**src/rtl/gcd_up_pkg.sv**
```systemverilog
// Shared definitions for the gcd_up accumulator machine: widths, opcodes, FSM states,
// control-word bit positions and the fixed GCD program image.
package gcd_up_pkg;

    localparam int DATA_W   = 8;
    localparam int ADDR_W   = 5;
    localparam int CTRL_W   = 11;
    localparam int MEM_SIZE = 2 ** ADDR_W;

    typedef enum logic [2:0] {
        OP_LOAD  = 3'b000,
        OP_STORE = 3'b001,
        OP_ADD   = 3'b010,
        OP_SUB   = 3'b011,
        OP_INPUT = 3'b100,
        OP_JZ    = 3'b101,
        OP_JPOS  = 3'b110,
        OP_HALT  = 3'b111
    } op_t;

    typedef enum logic [2:0] {
        S_FETCH   = 3'd0,
        S_DECODE  = 3'd1,
        S_EXEC    = 3'd2,
        S_WAIT_IN = 3'd3,
        S_HALT    = 3'd4
    } state_t;

    localparam int CS_IR_LD    = 10;
    localparam int CS_PC_LD    = 9;
    localparam int CS_JMP_SEL  = 8;
    localparam int CS_ADDR_SEL = 7;
    localparam int CS_MEM_WE   = 6;
    localparam int CS_A_SEL    = 4;
    localparam int CS_A_LD     = 3;
    localparam int CS_ALU_OP   = 1;
    localparam int CS_OUT_LD   = 0;

    localparam logic [1:0] ASEL_INPUT = 2'b00;
    localparam logic [1:0] ASEL_RAM   = 2'b01;
    localparam logic [1:0] ASEL_ALU   = 2'b10;
    localparam logic [1:0] ASEL_HOLD  = 2'b11;

    localparam logic [1:0] ALU_PASS = 2'b00;
    localparam logic [1:0] ALU_ADD  = 2'b01;
    localparam logic [1:0] ALU_SUB  = 2'b10;

    // Subtractive Euclid: x in RAM[30], y in RAM[31]; result left in RAM[30].
    localparam logic [DATA_W-1:0] ROM_INIT [MEM_SIZE] = '{
        8'h80, 8'h3E, 8'h80, 8'h3F, 8'h1E, 8'h7F, 8'hAE, 8'hCC,
        8'h1F, 8'h7E, 8'h3F, 8'hC4, 8'h3E, 8'hC4, 8'h1E, 8'hE0,
        8'hE0, 8'hE0, 8'hE0, 8'hE0, 8'hE0, 8'hE0, 8'hE0, 8'hE0,
        8'hE0, 8'hE0, 8'hE0, 8'hE0, 8'hE0, 8'hE0, 8'hE0, 8'hE0
    };

endpackage

```
**src/rtl/gcd_up_ctrl.sv**
```systemverilog
// Sequencer for gcd_up: fetch/decode/execute FSM with input wait and halt states,
// decoding the current state, opcode and accumulator flags into the control word.
module gcd_up_ctrl
    import gcd_up_pkg::*;
(
    input  logic              CLOCK,
    input  logic              RESET,
    input  logic              init,
    input  op_t               op,
    input  logic              a_zero,
    input  logic              a_pos,
    input  logic              enter_edge,
    output logic [CTRL_W-1:0] ctrl,
    output logic              halt
);

    state_t state;

    always_ff @(posedge CLOCK) begin
        if (!RESET || init) begin
            state <= S_FETCH;
            halt  <= 1'b0;
        end else begin
            case (state)
                S_FETCH:  state <= S_DECODE;
                S_DECODE: begin
                    if (op == OP_INPUT) begin
                        state <= S_WAIT_IN;
                    end else if (op == OP_HALT) begin
                        state <= S_HALT;
                        halt  <= 1'b1;
                    end else begin
                        state <= S_EXEC;
                    end
                end
                S_EXEC:    state <= S_FETCH;
                S_WAIT_IN: if (enter_edge) state <= S_FETCH;
                S_HALT:    state <= S_HALT;
                default:   state <= S_FETCH;
            endcase
        end
    end

    // The operand address is selected from DECODE onward so RAM data is stable in EXEC.
    always_comb begin
        ctrl = '0;
        ctrl[CS_A_SEL +: 2]  = ASEL_HOLD;
        ctrl[CS_ALU_OP +: 2] = ALU_PASS;
        case (state)
            S_FETCH: begin
                ctrl[CS_IR_LD] = 1'b1;
                ctrl[CS_PC_LD] = 1'b1;
            end
            S_DECODE: begin
                ctrl[CS_ADDR_SEL] = 1'b1;
                if (op == OP_HALT) ctrl[CS_OUT_LD] = 1'b1;
            end
            S_EXEC: begin
                ctrl[CS_ADDR_SEL] = 1'b1;
                case (op)
                    OP_LOAD: begin
                        ctrl[CS_A_SEL +: 2] = ASEL_RAM;
                        ctrl[CS_A_LD]       = 1'b1;
                    end
                    OP_STORE: ctrl[CS_MEM_WE] = 1'b1;
                    OP_ADD: begin
                        ctrl[CS_A_SEL +: 2]  = ASEL_ALU;
                        ctrl[CS_ALU_OP +: 2] = ALU_ADD;
                        ctrl[CS_A_LD]        = 1'b1;
                    end
                    OP_SUB: begin
                        ctrl[CS_A_SEL +: 2]  = ASEL_ALU;
                        ctrl[CS_ALU_OP +: 2] = ALU_SUB;
                        ctrl[CS_A_LD]        = 1'b1;
                    end
                    OP_JZ: begin
                        ctrl[CS_PC_LD]   = a_zero;
                        ctrl[CS_JMP_SEL] = a_zero;
                    end
                    OP_JPOS: begin
                        ctrl[CS_PC_LD]   = a_pos;
                        ctrl[CS_JMP_SEL] = a_pos;
                    end
                    default: ;
                endcase
            end
            S_WAIT_IN: begin
                if (enter_edge) begin
                    ctrl[CS_A_SEL +: 2] = ASEL_INPUT;
                    ctrl[CS_A_LD]       = 1'b1;
                end
            end
            default: ;
        endcase
    end

endmodule

```
**src/rtl/gcd_up.sv**
```systemverilog
// Multicycle 8-bit accumulator CPU running a fixed GCD program (PC, IR, A, ROM, RAM, ALU).
// Define UP_DEBUG_EN to expose the live control word and opcode on CtrlSignals/Ins.
module gcd_up
    import gcd_up_pkg::*;
(
    input  logic              CLOCK,
    input  logic              RESET,
    input  logic              Enter,
    input  logic              Init,
    input  logic [DATA_W-1:0] Input,
    output logic              Halt,
    output logic [DATA_W-1:0] Output,
    output logic [CTRL_W-1:0] CtrlSignals,
    output logic [2:0]        Ins
);

    logic [ADDR_W-1:0] pc;
    logic [DATA_W-1:0] ir;
    logic [DATA_W-1:0] a;
    logic [DATA_W-1:0] out_r;
    logic              enter_q;
    logic [DATA_W-1:0] ram [MEM_SIZE];

    logic [CTRL_W-1:0] cw;
    logic [ADDR_W-1:0] addr;
    logic [DATA_W-1:0] mdata;
    logic [DATA_W-1:0] alu;
    logic              a_zero;
    logic              a_pos;
    logic              enter_edge;
    logic              clear;

    assign clear      = !RESET || Init;
    assign enter_edge = Enter && !enter_q;
    assign a_zero     = (a == '0);
    assign a_pos      = !a[DATA_W-1] && !a_zero;
    assign addr       = cw[CS_ADDR_SEL] ? ir[ADDR_W-1:0] : pc;
    assign mdata      = ram[addr];

    gcd_up_ctrl u_ctrl (
        .CLOCK      (CLOCK),
        .RESET      (RESET),
        .init       (Init),
        .op         (op_t'(ir[DATA_W-1 -: 3])),
        .a_zero     (a_zero),
        .a_pos      (a_pos),
        .enter_edge (enter_edge),
        .ctrl       (cw),
        .halt       (Halt)
    );

    always_comb begin
        case (cw[CS_ALU_OP +: 2])
            ALU_ADD: alu = a + mdata;
            ALU_SUB: alu = a - mdata;
            default: alu = mdata;
        endcase
    end

    always_ff @(posedge CLOCK) begin
        if (clear) begin
            pc      <= '0;
            ir      <= '0;
            a       <= '0;
            out_r   <= '0;
            enter_q <= 1'b0;
        end else begin
            enter_q <= Enter;
            if (cw[CS_IR_LD]) ir <= ROM_INIT[pc];
            if (cw[CS_PC_LD]) pc <= cw[CS_JMP_SEL] ? ir[ADDR_W-1:0] : pc + ADDR_W'(1);
            if (cw[CS_A_LD]) begin
                case (cw[CS_A_SEL +: 2])
                    ASEL_INPUT: a <= Input;
                    ASEL_RAM:   a <= mdata;
                    ASEL_ALU:   a <= alu;
                    default:    a <= a;
                endcase
            end
            if (cw[CS_OUT_LD]) out_r <= a;
        end
    end

    // RAM survives RESET; only Init (with RESET released) wipes it.
    always_ff @(posedge CLOCK) begin
        if (RESET && Init) begin
            for (int unsigned i = 0; i < MEM_SIZE; i++) ram[i] <= '0;
        end else if (RESET && cw[CS_MEM_WE]) begin
            ram[addr] <= a;
        end
    end

    assign Output = out_r;

`ifdef UP_DEBUG_EN
    assign CtrlSignals = cw;
    assign Ins         = ir[DATA_W-1 -: 3];
`else
    assign CtrlSignals = '0;
    assign Ins         = '0;
`endif

endmodule

```
**config.mk**
```make
export PLATFORM = sky130hd
export DESIGN_NAME = gcd_up
export DESIGN_NICKNAME = d
export VERILOG_FILES = /design/src/rtl/gcd_up_pkg.sv /design/src/rtl/gcd_up_ctrl.sv /design/src/rtl/gcd_up.sv
export SDC_FILE = /design/constraint.sdc
export NUM_CORES = 1
export LEC_CHECK = 0
export CELL_PAD_IN_SITES_DETAIL_PLACEMENT = 0
export CELL_PAD_IN_SITES_GLOBAL_PLACEMENT = 1
export CORE_ASPECT_RATIO = 2
export CORE_MARGIN = 4
export CORE_UTILIZATION = 30
export CTS_BUF_LIST = sky130_fd_sc_hd__clkbuf_2
export DETAILED_ROUTE_END_ITERATION = 10
export GPL_ROUTABILITY_DRIVEN = 0
export GPL_TIMING_DRIVEN = 0
export PLACE_DENSITY = 0.51
export SLEW_MARGIN = 20
export SYNTH_ARGS = -nofsm -noshare
export SYNTH_HDL_FRONTEND = slang
export SYNTH_SLANG_ARGS = --single-unit
```
**constraint.sdc**
```tcl
create_clock -name CLOCK -period 4.7 [get_ports CLOCK]
set_input_delay 0.94 -clock CLOCK [delete_from_list [all_inputs] [get_ports CLOCK]]
set_output_delay 0.94 -clock CLOCK [all_outputs]
set_load 0.03 [all_outputs]
```
==> flow_metrics.py <==
metrics = {
    "floorplan": {
        "rows": 119,
        "dieArea_um2": 57600,
        "die_h_um": 335,
        "io_pins": 35,
        "start_util_pct": 30.4,
        "die_w_um": 172,
        "core-area_um2": 52900,
    },
    "timing": {
        "timing.final.ws_setup_ns": -0.559,
        "period_needed_ns": 5.26,
        "skew_ns": 0.0840,
        "setup_viol": 4,
        "rsz0062_at_grt": "true",
        "whs_ns": 0.448,
        "tns_ns": -1.13,
        "fin_crit_sh_pct": 112,
        "slew_violations": 0,
        "max-slew-margin-rel_pct": 26.5,
        "max_freq_mhz": 190,
        "hold_violations": 0,
        "max_slew.worst_pin.slew_ns": 1.10,
    },
    "grt": {
        "use_met1_pct": 26.7,
        "grtUsageMet3_pct": 4.63,
        "antenna_found_initial": 1,
        "grt_max_degree": 11,
        "met2_usage_pct": 49.8,
        "globalRoute.busiestLayer": "met2",
        "grt.overflow.total": 0,
        "grt_pass1_wl_um": 111000,
        "grt_usage_pct": 27.9,
        "grt_pass1_vias": 14600,
    },
    "logic_synthesis": {
        "ys_top_cells_by_count": "edfxtp_1 (256), and2_1 (163), nor3_1 (109)",
        "synth_seq_area_share_pct": 52.0,
        "synth.distinct_cells": 76,
        "synth_top_cell_by_area": "edfxtp_1",
        "syn_area_um2": 16100,
        "synth.most_common_cell": "edfxtp_1",
        "synth-simple-area-share_pct": 20.9,
        "synth_top_area_share_pct": 47.8,
        "yosys_warnings": 0,
        "synth_area_leaders": "edfxtp_1 (48%), and2_1 (6.3%), dfxtp_1 (4.2%)",
        "synth_top_family_by_area": "simple AND/OR/NAND/NOR gates",
        "synth_compound_area_share_pct": 13.8,
        "synth_fa_ha_area_share_pct": 1.29,
        "synth_mux_area_share_pct": 6.40,
        "synth_seq_cells": 290,
        "synth_edf_count": 256,
        "synth_xor_area_share_pct": 0.754,
        "synth_async_sr_flop_share_pct": 0,
        "synthCells": 1543,
        "synth_flop_cell": "edfxtp_1",
        "syn_avg_cell_area_um2": 10.4,
    },
    "route": {
        "drcViolationCount": 0,
        "via_per_inst": 5.79,
        "drtAntennaViolNets": 0,
        "drtIter0Drc": 1154,
        "first_pass_iters": 5,
        "routed-via-count": 14300,
        "wire_per_inst_um": 33.0,
        "drt-total-wl_um": 81500,
    },
    "critical_path": {
        "cp.depth": 21,
        "worstPathCellList": "buf_6, xnor2_4, o21ai_4, nand2_8, buf_12, buf_12, mux2_4, a222oi_1, nand4_1, buf_6, buf_4, xnor2_1, ha_1, or3_4, a211oi_4, o21a_1, or2_4, mux2i_1, or4b_1, mux2i_1, a211o_1",
        "cpLargestDelayFamily": "compound AO/OA/AOI/OAI gates",
        "cp-start-kind": "flop",
        "critical_path_required_ns": 5.63,
        "cp.arrival_ns": 6.19,
        "crit_path_max_incr_delay_ns": 0.80,
        "crit_buf_inv": 5,
        "cp_max_fo": 5,
        "crit_path_top_delay_cell": "a222oi_1",
        "crit_path_end_kind": "flop",
        "critical_path_class": "flop to flop",
        "r2r_cells": 21,
    },
    "cells_and_area": {
        "layout.cells.non_filler": 2468,
        "drive_above_1_share_pct": 25.7,
        "layout.nets": 1783,
        "syn2layout_area_growth_pct": 24.5,
    },
    "job": {
        "cap_violations": 0,
    },
    "clock_network": {
        "root_buffer": "clkbuf_2",
        "clk_latency_ns": 1.04,
        "clk_pin_slew_ns": 0.11,
        "h-tree-depth": 3,
        "cts_sinks": 290,
        "tritoncts": "done",
        "cts_buffers": 73,
        "clock_path_buffers": 3,
    },
    "place": {
        "portBuffers": 20,
        "dp.cells": 2260,
        "dp_hpwl_um": 61500,
        "post-place-ws_ns": -2.20,
    },
    "min_path": {
        "hold_depth": 2,
        "hp-class": "flop to flop",
    },
    "run_status": {
        "violations": "negative setup slack",
        "outcome": "finished with violations",
    },
    "power": {
        "max-vdd-ir-drop_mv": 0.123,
        "power_mw": 5.64,
        "p_per_area_nw_per_um2": 281,
        "power.leakage_nw": 7.02,
    },
}
[timing repair]
action	CTS	global route
setup endpoints to repair	41	6
hold buffers	0	0
hold endpoints to repair	0	0
gates cloned	0	1
gates resized for setup	241	88
pin swaps	44	49
buffers inserted	60	25
[state kept, by name (all words and copies together) (netlist names)]
signal	count
enter_q	1
ir	8
Output	8
ram	256
u_ctrl.state	3
pc	5
u_ctrl.halt	1
a	8
[worst reg2reg max path, cell delays in order, from the launching register on]
cell and delay [ns]:
dfxtp_2 0.33, buf_6 0.13, xnor2_4 0.17, o21ai_4 0.32, nand2_8 0.12, buf_12 0.15
buf_12 0.14, mux2_4 0.33, a222oi_1 0.80, nand4_1 0.20, buf_6 0.20, buf_4 0.15
xnor2_1 0.12, ha_1 0.24, or3_4 0.41, a211oi_4 0.23, o21a_1 0.21, or2_4 0.12
mux2i_1 0.06, or4b_1 0.47, mux2i_1 0.15, a211o_1 0.11
[layout by cell type (no fill, tap or decap), types with 9 or more instances in the layout]
cell type / synthesis / layout
nor2_2: 1 / 11
nor3_1: 109 / 107
nand4_1: 10 / 10
o21ai_2: 0 / 13
nand2b_1: 41 / 41
nand3_1: 43 / 41
nand2_1: 91 / 90
buf_4: 19 / 86
a21oi_1: 70 / 59
a31oi_1: 9 / 9
buf_12: 0 / 14
a211oi_1: 40 / 35
o211ai_1: 16 / 16
buf_1: 21 / 12
buf_6: 3 / 32
buf_8: 0 / 14
o21ai_0: 74 / 38
nor2_1: 105 / 88
edfxtp_1: 256 / 256
and3_1: 29 / 28
dfxtp_1: 34 / 30
and2_1: 163 / 163
clkdlybuf4s50_1: 0 / 20
mux2_2: 23 / 19
o21ai_1: 1 / 23
clkbuf_4: 0 / 15
clkbuf_2: 0 / 109
clkbuf_1: 96 / 63
ha_1: 15 / 12
mux2i_1: 41 / 39
inv_1: 18 / 14
a21oi_2: 0 / 10
a2111oi_0: 17 / 10
clkinv_1: 2 / 12
mux4_2: 16 / 16
conb_1: 1 / 14
[layout make-up]
type	instances	area, µm²
diodes	1	2.50
plain buffers	155	1120
clock buffers	101	505
clock inverters	21	115
fillers	5336	32800
inverters	22	85.1
multi-input cells	1089	7820
flip-flops and latches	290	8380
well taps	665	832
repair buffers	124	1180
[final timing paths]
path                    from           to  slack [ns]
min              u_ctrl.halt  u_ctrl.halt        0.45
max reg2reg  u_ctrl.state[0]         a[7]       -0.56
min reg2reg      u_ctrl.halt  u_ctrl.halt        0.45
max          u_ctrl.state[0]         a[7]       -0.56
[metrics by stage]
| step | area [µm²] | util (%) |
|---|---|---|
| floorplan | 16200 | - |
| global placement | 17200 | 32.5 |
| detailed placement | 17500 | 33.0 |
| CTS | 19500 | 36.9 |
| global route | 20000 | 37.9 |
| finish | 20000 | 37.9 |
[power breakdown]
part / internal [mW] / switching [mW] / total, mW / leakage (nW)
sequential: 2.85 / 0.0393 / 2.89 / 2.81
combinational: 0.376 / 0.594 / 0.970 / 3.72
clock: 0.632 / 1.14 / 1.77 / 0.489
total: 3.86 / 1.77 / 5.64 / 7.02
[routing by layer]
metal | share of wire [%] | vias to the layer above
met1 | 31 | 7037
met2 | 51 | 762
met3 | 5.6 | 312
met5 | 0 | -
li1 | - | 6188
met4 | 12 | 0
[cells by family after synthesis]
group	after synthesis
simple gates	637
compound gates	329
flops	290
buf+inv	177
mux	80
fa+ha+maj	16
xor+xnor	13
other cells	1
(Power assumes the default switching activity.)
